### config.mk
export PLATFORM = sky130hd
export DESIGN_NAME = lsu_mem_master
export DESIGN_NICKNAME = d
export VERILOG_FILES = /design/src/rtl/lsu_pkg.sv /design/src/rtl/lsu_load_align.sv /design/src/rtl/lsu_mem_master.sv
export SDC_FILE = /design/constraint.sdc
export NUM_CORES = 1
export LEC_CHECK = 0
export ABC_AREA = 1
export CORE_ASPECT_RATIO = 2
export CORE_MARGIN = 2
export CORE_UTILIZATION = 55
export CTS_BUF_LIST = sky130_fd_sc_hd__clkbuf_8 sky130_fd_sc_hd__clkbuf_16
export DETAILED_ROUTE_END_ITERATION = 8
export DONT_BUFFER_PORTS = 1
export PLACE_DENSITY = 0.73
export SLEW_MARGIN = 20
export SYNTH_ARGS = -nofsm -noshare
export SYNTH_HDL_FRONTEND = slang
export SYNTH_HIERARCHICAL = 1
export SYNTH_SLANG_ARGS = --single-unit
### constraint.sdc
create_clock -name clk -period 3.7 [get_ports clk]
set_clock_uncertainty 0.05 [all_clocks]
set_input_delay 1.11 -clock clk [delete_from_list [all_inputs] [get_ports clk]]
set_output_delay 1.11 -clock clk [all_outputs]
set_load 0.1 [all_outputs]
### src/rtl/lsu_pkg.sv
// lsu_pkg
// Shared definitions for the load/store initiator: RISC-V funct3 codes,
// RAM access-type encodings, the controller state enum, and helpers that
// classify a request as illegal or word-crossing.
package lsu_pkg;

    // Load/store funct3 codes (stores reuse the low three encodings)
    localparam logic [2:0] F3_B  = 3'b000;
    localparam logic [2:0] F3_H  = 3'b001;
    localparam logic [2:0] F3_W  = 3'b010;
    localparam logic [2:0] F3_BU = 3'b100;
    localparam logic [2:0] F3_HU = 3'b101;

    // RAM rwtyp encodings
    localparam logic [2:0] RW_BYTE = 3'b000;
    localparam logic [2:0] RW_HALF = 3'b001;
    localparam logic [2:0] RW_WORD = 3'b010;

    typedef enum logic [2:0] {
        IDLE,
        ACC,
        CAP,
        LD0,
        LD1,
        LDC,
        STB,
        RESP
    } lsu_state_t;

    // Stores only exist as SB/SH/SW; loads 011/110/111 are unused encodings
    function automatic logic isIllegal(input logic we, input logic [2:0] f3);
        if (we) begin
            return !((f3 == F3_B) || (f3 == F3_H) || (f3 == F3_W));
        end
        return (f3 == 3'b011) || (f3 == 3'b110) || (f3 == 3'b111);
    endfunction

    // An access crosses a word when its last byte lands in the next word
    function automatic logic isCross(input logic [2:0] f3, input logic [1:0] off);
        return ((f3[1:0] == 2'b01) && (off == 2'b11)) ||
               ((f3[1:0] == 2'b10) && (off != 2'b00));
    endfunction

endpackage

### src/rtl/lsu_load_align.sv
// lsu_load_align
// Combinational load-result formatter. Shifts a two-word window right by
// the byte offset, then truncates and sign/zero-extends per funct3.
// Ports:
//   words_i  [63:0] : {upper word, lower word} read window
//   off_i    [1:0]  : byte offset of the access inside the lower word
//   funct3_i [2:0]  : load type
//   result_o [31:0] : extended load result
module lsu_load_align
    import lsu_pkg::*;
(
    input  logic [63:0] words_i,
    input  logic [1:0]  off_i,
    input  logic [2:0]  funct3_i,
    output logic [31:0] result_o
);

    logic [31:0] shifted;

    always_comb begin
        shifted  = 32'(words_i >> {off_i, 3'b000});
        result_o = shifted;
        case (funct3_i)
            F3_B:    result_o = {{24{shifted[7]}}, shifted[7:0]};
            F3_H:    result_o = {{16{shifted[15]}}, shifted[15:0]};
            F3_BU:   result_o = {24'd0, shifted[7:0]};
            F3_HU:   result_o = {16'd0, shifted[15:0]};
            default: result_o = shifted;
        endcase
    end

endmodule

### src/rtl/lsu_mem_master.sv
// lsu_mem_master
// Load/store initiator between the core memory stage and a byte-enabled
// data RAM. Handles one request at a time; word-crossing loads are done as
// two word reads, word-crossing stores as a sequence of byte writes.
// Ports:
//   clk, rstn                     : clock, async active-low reset
//   req_valid_i / req_ready_o     : request handshake (ready only in IDLE)
//   req_we_i, req_funct3_i        : store flag and RISC-V access type
//   req_addr_i, req_wdata_i       : byte address, right-aligned store data
//   rsp_valid_o, rsp_rdata_o      : one-cycle completion pulse and load data
//   rsp_err_o                     : illegal funct3 or rejected crossing access
//   mem_rwtyp_o, mem_addr_o       : RAM access type and byte address
//   mem_data_o, mem_wren_o        : RAM write data and write enable
//   mem_rden_o, mem_q_i           : RAM read enable and next-cycle read data
module lsu_mem_master
    import lsu_pkg::*;
#(
    parameter int ADDR_WIDTH  = 32,
    parameter bit MISALIGN_EN = 1'b1
) (
    input  logic                  clk,
    input  logic                  rstn,
    input  logic                  req_valid_i,
    output logic                  req_ready_o,
    input  logic                  req_we_i,
    input  logic [2:0]            req_funct3_i,
    input  logic [ADDR_WIDTH-1:0] req_addr_i,
    input  logic [31:0]           req_wdata_i,
    output logic                  rsp_valid_o,
    output logic [31:0]           rsp_rdata_o,
    output logic                  rsp_err_o,
    output logic [2:0]            mem_rwtyp_o,
    output logic [ADDR_WIDTH-1:0] mem_addr_o,
    output logic [31:0]           mem_data_o,
    output logic                  mem_wren_o,
    output logic                  mem_rden_o,
    input  logic [31:0]           mem_q_i
);

    lsu_state_t state_q, state_d;
    logic [ADDR_WIDTH-1:0] addr_q, addr_d;
    logic [31:0] wdata_q, wdata_d;
    logic [2:0]  funct3_q, funct3_d;
    logic        we_q, we_d;
    logic [1:0]  cnt_q, cnt_d;
    logic [31:0] word0_q, word0_d;

    logic                  reqReady_q, reqReady_d;
    logic                  rspValid_q, rspValid_d;
    logic [31:0]           rspRdata_q, rspRdata_d;
    logic                  rspErr_q, rspErr_d;
    logic [2:0]            memRwtyp_q, memRwtyp_d;
    logic [ADDR_WIDTH-1:0] memAddr_q, memAddr_d;
    logic [31:0]           memData_q, memData_d;
    logic                  memWren_q, memWren_d;
    logic                  memRden_q, memRden_d;

    logic [63:0] alignWords;
    logic [1:0]  alignOff;
    logic [31:0] alignResult;
    logic [1:0]  lastIdx;
    logic [7:0]  stbByte;
    logic [ADDR_WIDTH-1:0] wordBase;

    // Single formatter shared by the aligned capture and the crossing combine
    lsu_load_align u_align (
        .words_i  (alignWords),
        .off_i    (alignOff),
        .funct3_i (funct3_q),
        .result_o (alignResult)
    );

    // Next-state logic. The RAM already lane-shifts aligned reads, so CAP
    // feeds the formatter with offset 0; LDC feeds both captured words.
    always_comb begin
        state_d    = state_q;
        addr_d     = addr_q;
        wdata_d    = wdata_q;
        funct3_d   = funct3_q;
        we_d       = we_q;
        cnt_d      = cnt_q;
        word0_d    = word0_q;
        rspErr_d   = 1'b0;
        rspRdata_d = 32'd0;
        alignWords = {32'd0, mem_q_i};
        alignOff   = 2'b00;
        lastIdx    = (funct3_q[1:0] == 2'b01) ? 2'd1 : 2'd3;
        case (state_q)
            IDLE: begin
                if (req_valid_i && reqReady_q) begin
                    addr_d   = req_addr_i;
                    wdata_d  = req_wdata_i;
                    funct3_d = req_funct3_i;
                    we_d     = req_we_i;
                    cnt_d    = 2'd0;
                    if (isIllegal(req_we_i, req_funct3_i) ||
                        (isCross(req_funct3_i, req_addr_i[1:0]) && !MISALIGN_EN)) begin
                        state_d  = RESP;
                        rspErr_d = 1'b1;
                    end else if (isCross(req_funct3_i, req_addr_i[1:0])) begin
                        state_d = req_we_i ? STB : LD0;
                    end else begin
                        state_d = ACC;
                    end
                end
            end
            ACC: state_d = we_q ? RESP : CAP;
            CAP: begin
                rspRdata_d = alignResult;
                state_d    = RESP;
            end
            LD0: state_d = LD1;
            LD1: begin
                word0_d = mem_q_i;
                state_d = LDC;
            end
            LDC: begin
                alignWords = {mem_q_i, word0_q};
                alignOff   = addr_q[1:0];
                rspRdata_d = alignResult;
                state_d    = RESP;
            end
            STB: begin
                if (cnt_q == lastIdx) begin
                    state_d = RESP;
                end else begin
                    cnt_d = cnt_q + 2'd1;
                end
            end
            RESP: state_d = IDLE;
            default: state_d = IDLE;
        endcase
    end

    // Output registers are loaded with the values for the state being
    // entered, so every output is a flop yet lines up with its state.
    always_comb begin
        memRwtyp_d = memRwtyp_q;
        memAddr_d  = memAddr_q;
        memData_d  = memData_q;
        memWren_d  = 1'b0;
        memRden_d  = 1'b0;
        wordBase   = {addr_d[ADDR_WIDTH-1:2], 2'b00};
        stbByte    = 8'(wdata_d >> {cnt_d, 3'b000});
        case (state_d)
            ACC: begin
                memRwtyp_d = funct3_d;
                memAddr_d  = addr_d;
                memData_d  = wdata_d;
                memWren_d  = we_d;
                memRden_d  = !we_d;
            end
            LD0: begin
                memRwtyp_d = RW_WORD;
                memAddr_d  = wordBase;
                memRden_d  = 1'b1;
            end
            LD1: begin
                memRwtyp_d = RW_WORD;
                memAddr_d  = wordBase + ADDR_WIDTH'(4);
                memRden_d  = 1'b1;
            end
            STB: begin
                memRwtyp_d = RW_BYTE;
                memAddr_d  = addr_d + ADDR_WIDTH'(cnt_d);
                memData_d  = {24'd0, stbByte};
                memWren_d  = 1'b1;
            end
            default: ;
        endcase
        rspValid_d = (state_d == RESP);
        reqReady_d = (state_d == IDLE);
    end

    // State, request latches and output flops; reset drops any operation
    always_ff @(posedge clk or negedge rstn) begin
        if (!rstn) begin
            state_q    <= IDLE;
            addr_q     <= '0;
            wdata_q    <= '0;
            funct3_q   <= '0;
            we_q       <= 1'b0;
            cnt_q      <= '0;
            word0_q    <= '0;
            reqReady_q <= 1'b0;
            rspValid_q <= 1'b0;
            rspRdata_q <= '0;
            rspErr_q   <= 1'b0;
            memRwtyp_q <= '0;
            memAddr_q  <= '0;
            memData_q  <= '0;
            memWren_q  <= 1'b0;
            memRden_q  <= 1'b0;
        end else begin
            state_q    <= state_d;
            addr_q     <= addr_d;
            wdata_q    <= wdata_d;
            funct3_q   <= funct3_d;
            we_q       <= we_d;
            cnt_q      <= cnt_d;
            word0_q    <= word0_d;
            reqReady_q <= reqReady_d;
            rspValid_q <= rspValid_d;
            rspRdata_q <= rspRdata_d;
            rspErr_q   <= rspErr_d;
            memRwtyp_q <= memRwtyp_d;
            memAddr_q  <= memAddr_d;
            memData_q  <= memData_d;
            memWren_q  <= memWren_d;
            memRden_q  <= memRden_d;
        end
    end

    assign req_ready_o = reqReady_q;
    assign rsp_valid_o = rspValid_q;
    assign rsp_rdata_o = rspRdata_q;
    assign rsp_err_o   = rspErr_q;
    assign mem_rwtyp_o = memRwtyp_q;
    assign mem_addr_o  = memAddr_q;
    assign mem_data_o  = memData_q;
    assign mem_wren_o  = memWren_q;
    assign mem_rden_o  = memRden_q;

endmodule

* Yosys cells after proc, flatten, opt, wreduce, memory -nomap -nowiden *
Cells that the tools add are included.

word-level totals
  input bits = 103
  register bits = 209
  output and inout bits = 104
  word-level logic and storage cells = 104

operators by class
  eq/ne operators = 25
  mux-type cells = 38
  reductions and logical operators = 20
  add/sub/neg operators = 3
  shift-type cells = 2

operators by type and width
  kind                   count
  $pmux 32 s4            2
  $mux 32                5
  $mux 64                1
  $pmux 32 s2            1
  $shr 64x5->32          1
  $eq 3x3->1 const B     11
  $add 32x2->32          1
  $add 32x3->32 const B  1
  $shr 32x5->8           1
  $mux 3                 8
  $pmux 3 s7             1
  $eq 3x2->1 const B     5
  $eq 3x1->1 const B     4
  $logic_not 3->1        4
  $mux 1                 12
  $pmux 3 s3             1
  $mux 2                 4
  $logic_or 1x1->1       5
  $eq 2x1->1 const B     2
  $eq 2x2->1 const B     2
  $pmux 1 s2             2
  $pmux 2 s2             1
  $reduce_bool 2->1      2
  $reduce_bool 4->1      1
  other kinds (6)        10

* Logic depth before layout (Yosys ltp) *
  depth after elaboration = 14
  depth in mapped cells = 25
  mapped depth without buffers = 20

* By module *
The synthesis kept the hierarchy.

by module, submodules not included
  module          sequential area each (µm²)  times used  area each (µm²)  cells each
  lsu_mem_master  5,230.0                     1           11,653.7         1,583
  lsu_load_align  0.0                         1           1,183.6          233

* Worst setup path after synthesis *
Ideal clock, no wire load.

  kind = input to register
  start point = in req_valid_i
  end point = reg memAddr_q[28] (netlist: mem_addr_o[28])
  stages on the path = 25
  library setup time = 0.113 ns
  setup slack = -0.011 ns
  data required time = 3.537 ns
  arrival = 3.548 ns
  path buffers = 6
  path through = buf_4 > nand2_4 > clkinv_2 > nand3_4 > buf_8 > buf_12 > buf_6 > buf_6 > buf_2 > nand2_1 > o21ai_1 > inv_1 > fa_1 > nand2_1 > inv_1 > nand2_1 > nor2_2 > nand2_1 > nor2_1 > nand2_1 > nand2_1 > nand3_1 > nand3_1 > nand2_1 > inv_1

on the way
  longest elaborated chain between the ends = 5
  elaborated cells on any way between the ends = 15
  classes of those cells = 2 x add/sub; 4 x eq/ne; 7 x mux; 2 x reduce/logical

ends and longest elaborated chain
  element               RTL line               text
  from (decl)           lsu_mem_master.sv:23   input logic req_valid_i,
  $logic_and 1x1->1     lsu_mem_master.sv:90   if (req_valid_i && reqReady_q) begin
  $mux 32               lsu_mem_master.sv:90
  $mux 32               lsu_mem_master.sv:88   case (state_q)
  named net addr_d[1]   lsu_mem_master.sv:41   logic [ADDR_WIDTH-1:0] addr_q, addr_d;
  $add 32x2->32         lsu_mem_master.sv:165  memAddr_d = addr_d + ADDR_WIDTH'(cnt_d);
  $pmux 32 s4           lsu_mem_master.sv:145  case (state_d)
  to (signal assigned)  lsu_mem_master.sv:207  memAddr_q <= memAddr_d;
  to (decl)             lsu_mem_master.sv:53   logic [ADDR_WIDTH-1:0] memAddr_q, memAddr_d;

The timed path passes the listed nets, and every way through them passes these cells.
A chain may end at the register's enable or synchronous reset.

* Worst setup path in the final report *
  start point = reg state_q[0]
  end point = reg memAddr_q[30] (netlist: mem_addr_o[30])

on the way
  elaborated cells on any way between the ends = 22
  classes of those cells = 2 x add/sub; 11 x eq/ne; 6 x mux; 3 x reduce/logical

RTL lines
  element                                                RTL line                                      text
  from (decl)                                            lsu_mem_master.sv:40                          lsu_state_t state_q, state_d;
  from (signal assigned)                                 lsu_mem_master.sv:195                         state_q <= state_d;
  $logic_not 3->1 (*)                                    lsu_mem_master.sv:88
  $mux 32 (*)                                            lsu_mem_master.sv:88
  named net addr_d[2]                                    lsu_mem_master.sv:41
  $add 32x2->32 / $add 32x3->32 (equally long branches)  lsu_mem_master.sv:165, lsu_mem_master.sv:160
  $pmux 32 s4 (*)                                        lsu_mem_master.sv:145

The timed path passes the listed nets; every way through them passes the cells marked *.

==> metrics <==
via count of the first global-routing pass 10750; unrepaired setup endpoints after global routing false; Worst Setup End Kind flip-flop; Nets 1882; post-route ant nets 0; initial antenna violation count 1; CTS max path bufs 3; reg2reg end mem_addr_o[30]$_DFFE_PN0P_; die height 219.8 microns; CP Max Fanout 24; crit path from state_q[0]$_DFF_PN0_; Routed WL 36.08 mm; final hold violation count 0; Initial Util 55.61%; global-route wire length before repair 58.15 mm; worst r2r path cells 18; crit path launch type flip-flop; status completed; Layout area overhead 6.877%; met2 WL 16.20 mm; Hold Path Class input port to asynchronous set/reset pin; CTS Root Cell clkbuf_16; DP HPWL 25.98 mm; Total Neg Setup Slack 0 ps; WL per Instance 17.40 microns; GRT Total Usage 29.47%; worst skew pair latency about 520 ps; Worst Setup Path Type flip-flop to flip-flop; Max Cap Viol 0; Die W approximately 110 microns; CTS tree done; clock transition at the registers of the reported paths 70 ps; hold_buf cts 0; core area 0.02303 sq mm; commonest cells after routing, fill and taps aside nand2_1 (503), dfrtp_1 (209), nand3_1 (207); YS warnings 6; Worst setup endpoint mem_addr_o[30]$_DFFE_PN0P_; Final Cycle Share around 93%; Ports 207; Vias 11460; Die ar. 0.02460 sq mm; syn_area_per_cell 7.084 sq um; CP Data Required Time 4060 ps; vias per cell approximately 5.5; f_max 291.2 MHz; total gr overflow 0; port bufs 0; Sink Count 209; Rows 79; commonest non-fill, non-tap cell in the layout nand2_1; Initial DRC Count 950; First-pass DRT Iterations 6; fin crit period approximately 3400 ps; Slew headroom between 30% and 40%; worst-margin pin slew around 990 ps; postcts setup bufs 0; share of cells above drive strength 1 11.68%; top sig layer met4; RD Place Congestion 0.9558; metal3 WL 3.063 mm; Synth Instances 1808; metal1 wirelength 15.68 mm; post-cts resize count 0; RR Startpoint state_q[0]$_DFF_PN0_; r2r setup slk 270 ps; Mapped Area 0.01281 sq mm; critical path arrival 3790 ps; DRC viols 0; Syn Nets around 1900; max-slew violation count 0; final count of negative-setup-slack endpoints 0; largest net degree at the start of global routing between 200 and 250; CTS Buf Count 20; CTS H-tree depth 1
## per-stage QoR
stage	util, %	cells	worst slack [ps]	cell area [sq um]	hold WS, ps
floorplan	-	1808	14.78	12810	403.7
global placement	56.29	2036	119.2	12960	416.4
detailed placement	56.29	2036	67.50	12960	423.4
CTS	59.42	2072	322.5	13690	217.3
global route	59.43	2073	17.52	13690	214.3
finish	59.43	2073	266.2	13690	233.3
## final cells by class
| cell class | instances | area, sq um |
|---|---|---|
| diodes | 1 | 2.502 |
| clock buffers | 25 | 569.3 |
| clock inverters | 11 | 151.4 |
| fillers | 2161 | 9343 |
| inverters | 201 | 755.7 |
| multi-input cells | 1306 | 6310 |
| flip-flops and latches | 209 | 5230 |
| well taps | 283 | 354.1 |
| repair buffers | 37 | 315.3 |
## sequential cells by signal, summed over array words and instances, names as in the netlist
| signal | flops |
|---|---|
| addr_q | 32 |
| mem_addr_o | 32 |
| mem_data_o | 32 |
| rsp_rdata_o | 32 |
| wdata_q | 32 |
| word0_q | 32 |
| funct3_q | 3 |
| mem_rwtyp_o | 3 |
| state_q | 3 |
| cnt_q | 2 |
| mem_rden_o | 1 |
| mem_wren_o | 1 |
| req_ready_o | 1 |
| rsp_err_o | 1 |
| rsp_valid_o | 1 |
| we_q | 1 |
## how the worst min path moves through the flow
stage,startpoint,end,slack [ps],cells past startpoint
floorplan,word0_q[0]$_DFFE_PN0P_,word0_q[0]$_DFFE_PN0P_,400,2
global placement,word0_q[22]$_DFFE_PN0P_,word0_q[22]$_DFFE_PN0P_,420,2
detailed placement,word0_q[1]$_DFFE_PN0P_,word0_q[1]$_DFFE_PN0P_,420,2
CTS,rstn,rsp_rdata_o[2]$_DFF_PN0_,220,0
global route,rstn,rsp_rdata_o[2]$_DFF_PN0_,210,0
finish,rstn,rsp_rdata_o[2]$_DFF_PN0_,230,0
## worst max-delay path, stage by stage, from the launching register on
cell	delay (ps)
dfrtp_1	440
inv_2	310
nand2_2	280
nor2_4	180
buf_4	370
nand2_1	130
nand2_2	120
ha_1	220
nand2_1	90
inv_1	60
nand2_1	70
nor2_2	260
inv_1	160
nor2_2	210
nand3_1	100
nand3_1	100
nand3_1	90
nand2_1	70
inv_1	30
## layer usage
metal	up-vias	GRT usage [%]
met5	-	0
met4	0	10.45
met3	62	6.903
met2	404	45.52
met1	5306	40.78
li1	5691	-
Power is not shown: default switching activity piles up to over one toggle a cycle in this logic, so the estimate is an artifact.
